`config.mk`:
```
export PLATFORM = sky130hd
export DESIGN_NAME = sha256_msg_loader
export DESIGN_NICKNAME = d
export VERILOG_FILES = /design/src/rtl/sha256_msg_loader.sv
export SDC_FILE = /design/constraint.sdc
export NUM_CORES = 1
export LEC_CHECK = 0
export CAP_MARGIN = 40
export CORE_MARGIN = 2
export CORE_UTILIZATION = 45
export DETAILED_ROUTE_END_ITERATION = 12
export DONT_BUFFER_PORTS = 1
export PLACE_DENSITY_LB_ADDON = 0.1
export SETUP_SLACK_MARGIN = 0.1
export SYNTH_ARGS = -nofsm -noshare
export SYNTH_HDL_FRONTEND = slang
export SYNTH_SLANG_ARGS = --single-unit
```
`constraint.sdc`:
```
create_clock -name clk -period 3.6 [get_ports clk]
set_input_delay 0.54 -clock clk [delete_from_list [all_inputs] [get_ports clk]]
set_output_delay 0.54 -clock clk [all_outputs]
set_load 0.005 [all_outputs]
```
`src/rtl/sha256_msg_loader.sv`:
```
// SHA-256 message loader: byte stream in, padded 16-word blocks out.
// Optional LOADER_ERR_EN adds a sticky len_err output on counter overflow.
module sha256_msg_loader #(
  parameter int LEN_W = 32
) (
  input  logic        clk,
  input  logic        rst_n,
  input  logic [7:0]  in_data,
  input  logic        in_valid,
  input  logic        in_last,
  output logic        in_ready,
  input  logic        input_ready,
  output logic [31:0] data_prepro,
  output logic        data_load,
  output logic        data_first,
`ifdef LOADER_ERR_EN
  output logic        msg_done,
  output logic        len_err
`else
  output logic        msg_done
`endif
);

  typedef enum logic [2:0] {
    FILL,
    PAD,
    LEN,
    SEND,
    DONE
  } state_t;

  state_t           state_q;
  logic [5:0]       byte_idx;
  logic [LEN_W-1:0] byte_cnt;
  logic             first_q;
  logic             final_q;
  logic             pad_pend_q;
  logic             cont_q;
  logic             pad_zero_q;
  logic [4:0]       w_cnt;

  logic [7:0]       mem [64];

  logic             accept;
  logic             drop;
  logic             wrap;
  logic [5:0]       idx_nxt;
  logic             wr_en;
  logic [7:0]       wr_byte;
  logic [63:0]      len_bits;
  logic [2:0]       lsel;
  logic [31:0]      rd_word;

  assign len_bits = 64'({byte_cnt, 3'b000});
  assign lsel     = 3'd7 - byte_idx[2:0];
  assign idx_nxt  = byte_idx + 6'd1;
  assign wrap     = (byte_idx == 6'd63);
  assign accept   = (state_q == FILL) && in_valid && in_ready;

`ifdef LOADER_ERR_EN
  assign drop = len_err;
`else
  assign drop = 1'b0;
`endif

  // Pick the byte written into the block buffer this cycle.
  always_comb begin
    wr_en   = 1'b0;
    wr_byte = 8'h00;
    unique case (state_q)
      FILL: begin
        wr_en   = accept && !drop;
        wr_byte = in_data;
      end
      PAD: begin
        wr_en   = 1'b1;
        wr_byte = pad_zero_q ? 8'h00 : 8'h80;
      end
      LEN: begin
        wr_en   = 1'b1;
        wr_byte = len_bits[{lsel, 3'b000} +: 8];
      end
      default: begin
        wr_en   = 1'b0;
        wr_byte = 8'h00;
      end
    endcase
  end

  // Big-endian word view of the buffer at the current send index.
  always_comb begin
    rd_word = {mem[{w_cnt[3:0], 2'b00}],
               mem[{w_cnt[3:0], 2'b01}],
               mem[{w_cnt[3:0], 2'b10}],
               mem[{w_cnt[3:0], 2'b11}]};
  end

  // 64-byte block buffer, one byte written per cycle.
  always_ff @(posedge clk or negedge rst_n) begin
    if (!rst_n) begin
      for (int i = 0; i < 64; i++) mem[i] <= 8'h00;
    end else if (wr_en) begin
      mem[byte_idx] <= wr_byte;
    end
  end

  // Loader FSM: fill, pad, length, stream block, finish message.
  always_ff @(posedge clk or negedge rst_n) begin
    if (!rst_n) begin
      state_q     <= FILL;
      in_ready    <= 1'b0;
      byte_idx    <= '0;
      byte_cnt    <= '0;
      first_q     <= 1'b1;
      final_q     <= 1'b0;
      pad_pend_q  <= 1'b0;
      cont_q      <= 1'b0;
      pad_zero_q  <= 1'b0;
      w_cnt       <= '0;
      data_prepro <= '0;
      data_load   <= 1'b0;
      data_first  <= 1'b0;
      msg_done    <= 1'b0;
`ifdef LOADER_ERR_EN
      len_err     <= 1'b0;
`endif
    end else begin
      msg_done   <= 1'b0;
      data_first <= 1'b0;
      unique case (state_q)
        FILL: begin
          in_ready <= 1'b1;
          if (accept) begin
            if (!drop) begin
              byte_idx <= idx_nxt;
              byte_cnt <= byte_cnt + LEN_W'(1);
            end
`ifdef LOADER_ERR_EN
            if (&byte_cnt) len_err <= 1'b1;
`endif
            if (in_last) begin
              in_ready   <= 1'b0;
              pad_zero_q <= 1'b0;
              if (!drop && wrap) begin
                state_q    <= SEND;
                pad_pend_q <= 1'b1;
              end else begin
                state_q <= PAD;
              end
            end else if (!drop && wrap) begin
              in_ready <= 1'b0;
              state_q  <= SEND;
            end
          end
        end
        PAD: begin
          byte_idx   <= idx_nxt;
          pad_zero_q <= 1'b1;
          if (idx_nxt == 6'd56) begin
            state_q <= LEN;
          end else if (wrap) begin
            state_q <= SEND;
            cont_q  <= 1'b1;
          end
        end
        LEN: begin
          byte_idx <= idx_nxt;
          if (wrap) begin
            state_q <= SEND;
            final_q <= 1'b1;
          end
        end
        SEND: begin
          if (!data_load) begin
            if (input_ready) begin
              data_load   <= 1'b1;
              data_prepro <= rd_word;
              data_first  <= first_q;
              first_q     <= 1'b0;
              w_cnt       <= 5'd1;
            end
          end else if (w_cnt == 5'd16) begin
            data_load   <= 1'b0;
            data_prepro <= '0;
            w_cnt       <= '0;
            if (final_q) begin
              final_q  <= 1'b0;
              msg_done <= 1'b1;
              state_q  <= DONE;
            end else if (pad_pend_q) begin
              pad_pend_q <= 1'b0;
              state_q    <= PAD;
            end else if (cont_q) begin
              cont_q  <= 1'b0;
              state_q <= PAD;
            end else begin
              in_ready <= 1'b1;
              state_q  <= FILL;
            end
          end else begin
            data_prepro <= rd_word;
            w_cnt       <= w_cnt + 5'd1;
          end
        end
        DONE: begin
          byte_cnt <= '0;
          first_q  <= 1'b1;
          byte_idx <= '0;
          in_ready <= 1'b1;
          state_q  <= FILL;
`ifdef LOADER_ERR_EN
          len_err  <= 1'b0;
`endif
        end
        default: state_q <= FILL;
      endcase
    end
  end

endmodule

```
==> flow_summary.ini <==
[power]
powerDensity_mw_per_mm2 = 640.4
combPwrFrac_pct = 23.2
pwr-share-seq_pct = 42.4
p_clk_share_pct = 34.4
peakVddDrop_mv = 0.3130
p_sw_mw = 6.233
switching_share_pct = 31.60
intPower_mw = 13.49
leakage_nw = 13.41

[yosys]
synth_cell_types = 61
synthArstFlopShare_pct = 100.0
synth.yosys.seq_area_share_pct = 53.94
synthFlopType = dfrtp_1
synth_edf_count = 0
yosysWarnings = 0
mappedNetlistNets = 2338
syn_inst = 2321
ys_ff_latch = 599
netlist_area_sq_mm = 0.02779
syn_area_per_cell_sq_um = 11.97

[routing]
via_per_inst = 6.282
wl_per_cell_um = 25.42
drt_iter0_drc = 1830
drt_wl_total_mm = 78.50
via_count = 19400
postRouteAntennaNets = 0
drc = 0
first_pass_iters = 7

[grt]
met2_usage_pct = 40.62
grt_pass1_wl_mm = 122.6
top_usage_layer = met2
antenna_found_initial = 0
grtUsageTotal_pct = 25.21
grt_pass1_vias = 19670
met1_usage_pct = 35.36
grt_max_degree = 600
grtUsageMet3_pct = 4.150
grt_remaining_overflow = 0

[cells_and_area]
drive_gt1_share_pct = 23.02
nNetsFinal = 2266
fillers = 5404
antennaDiodeCount = 0
area_growth_pct = 10.81

[sta]
hold_viol = 264
fin_crit_sh_pct = 79.84
setup-tns-final_ns = 0
maxSlewHeadroom_pct = -69.97
setup_viol = 0
layout_min_cycle_time_ns = 2.874
rsz0062_at_grt = no
final_max_slew_viol_count = 347
timing.fmax_mhz = 347.9
holdWs_ns = -0.3428
clock_skew_ns = 0.01835
worst_pin_slew_ns = 2.550

[setup_path]
required_ns = 4.08
slowest_stage = nor4_4
cp_slowest_stage_delay_ns = 0.76
setup.worst_path.start = state_q[0]
critPathLaunchType = flop
critPathKind = reg -> reg
r2r_start = state_q[0]
crit_path_cell_trace = a21o_1, nor4_4, nand2_1, mux2_2
end_kind = flop
worstReg2RegEnd = mem[489]
cp.arrival_ns = 3.35
reg2reg_depth = 4
ff2ff_setup_slack_ns = 0.73
path_max_fanout = 14
crit_end = mem[489]

[floorplanning]
die_area_sq_mm = 0.06376
die_y_um = 252.5
std_cell_rows = 91
coreArea_sq_mm = 0.06137
initial_utilization_pct = 45.28
num_io_pins = 49
die_w_um = 252.5

[clock_network]
cts_root_buf = clkbuf_16
htreeDepth = 3
cts.clk_slew.worst_paths_ns = 0.06
clockBufferDepth = 3
post_cts_resized = 0
tritoncts = yes
postCtsSetupBuffers = 0
cts_made_buffers = 68
clk_latency_ns = 0.60
numClockSinks = 599

[outcome]
violations = negative hold slack, max-slew violations
status = finished, violations left

[job]
max-cap-violations = 0

[hold_path]
min_path_type = in -> async

[place]
numPortBuffers = 0
place_hpwl_mm = 47.68
gp_congestion = 0.8406
==> power groups by stage <==
stage / logic [mW] / registers [mW] / clock network [mW]
after global routing: 4.97 / 8.49 / 7.19
final: 4.58 / 8.35 / 6.79
after CTS: 4.57 / 8.34 / 6.93
after floorplan: 3.25 / 8.14 / 0
after global placement: 4.43 / 8.40 / 0
after detailed placement: 4.56 / 8.46 / 0
==> registers in the layout, indices dropped and copies added, names as in the netlist, 3 cells and up <==
name and flops:
state_q 3, w_cnt 5, data_prepro 32, byte_cnt 32
mem 512, byte_idx 6
==> per-layer routing <==
metal | share of wire [%] | wire length (um) | vias to the layer above
met5 | 0 | 0 | -
met4 | 2.4 | 1919 | 0
met3 | 5.7 | 4488 | 112
met2 | 48 | 37670 | 580
met1 | 44 | 34430 | 10240
li1 | - | - | 8472
==> through the flow <==
step                      setup WS, ns  area (sq um)  utilization (%)  total power [mW]  std cells
final                           0.7257         30790            50.18             19.72       3088
after floorplan                 0.7878         27790                -             11.38       2321
after global placement          0.7631         28560            46.54             12.83       2966
after detailed placement        0.7434         28630            46.66             13.02       2969
after global routing            0.6463         30790            50.18             20.65       3088
after CTS                       0.7507         30790            50.18             19.84       3088
==> synth_stat cells (all sizes together) (10+ instances only) <==
master	n	area (sq um)
nor2	20	75.07
and3b	10	87.58
buf	48	232.7
mux2	195	2196
nand4	23	158.9
o31ai	12	90.09
a21oi	20	103.9
nor3	10	50.05
nor4	18	217.7
a32o	33	330.3
nand3	24	120.1
clkbuf	151	566.8
or4	15	112.6
mux4	133	2995
or2	12	75.08
dfrtp	598	14960
mux2i	75	750.7
nand2	201	754.5
o21ai	626	3133
==> final cells by class <==
class | instances | area [sq um] | area share, %
flip-flops and latches | 599 | 15000 | 48.72
multi-input cells | 1512 | 12050 | 39.13
clock buffers | 108 | 2073 | 6.733
well taps | 790 | 988.4 | 3.210
repair buffers | 57 | 550.5 | 1.788
clock inverters | 11 | 87.58 | 0.2844
inverters | 11 | 41.29 | 0.1341
==> cells in the final DEF, fill, tap and decap left out, types with 8 or more instances in the layout <==
| cell | Yosys | layout |
|---|---|---|
| mux2i_1 | 75 | 75 |
| mux4_2 | 133 | 133 |
| a22o_1 | 9 | 9 |
| nor3_1 | 10 | 10 |
| clkinv_2 | 0 | 8 |
| nor2_1 | 20 | 20 |
| or2_2 | 11 | 11 |
| nor4_1 | 11 | 11 |
| o21ai_1 | 15 | 15 |
| and3b_1 | 10 | 10 |
| buf_4 | 0 | 48 |
| a21oi_1 | 19 | 19 |
| nand3_1 | 24 | 24 |
| o31ai_1 | 12 | 12 |
| clkbuf_8 | 0 | 20 |
| a32o_1 | 33 | 33 |
| dfrtp_1 | 598 | 595 |
| mux2_2 | 194 | 194 |
| clkbuf_1 | 151 | 19 |
| o21ai_0 | 611 | 610 |
| or4_1 | 15 | 15 |
| nand4_1 | 22 | 22 |
| clkbuf_16 | 0 | 69 |
| nand2_1 | 201 | 196 |
==> worst min path at each step <==
stage	startpoint	end	slack, ns	depth (start not counted)
after detailed placement	rst_n	mem[370]	0.26	0
after global placement	rst_n	mem[368]	0.27	0
after floorplan	rst_n	byte_cnt[0]	0.24	0
final	rst_n	mem[304]	-0.34	0
after global routing	rst_n	mem[304]	-0.37	0
after CTS	rst_n	mem[370]	-0.38	0
==> cells by family after synthesis <==
| logic type | share of synthesized area (%) |
|---|---|
| flops | 53.94 |
| mux | 21.38 |
| simple gates | 7.145 |
| fa+ha+maj | 0.1801 |
| xor+xnor | 0.1576 |
| buf+inv | 3.026 |
| compound gates | 14.16 |
==> worst max-delay path: cells and delay by family, from the launching register on <==
family	cells	cell delay, ns
muxes	1	0.41
AOI/OAI and AO/OA	1	0.50
DFF	1	0.57
and+or+nand+nor	2	1.27
(Power assumes the default switching activity.)
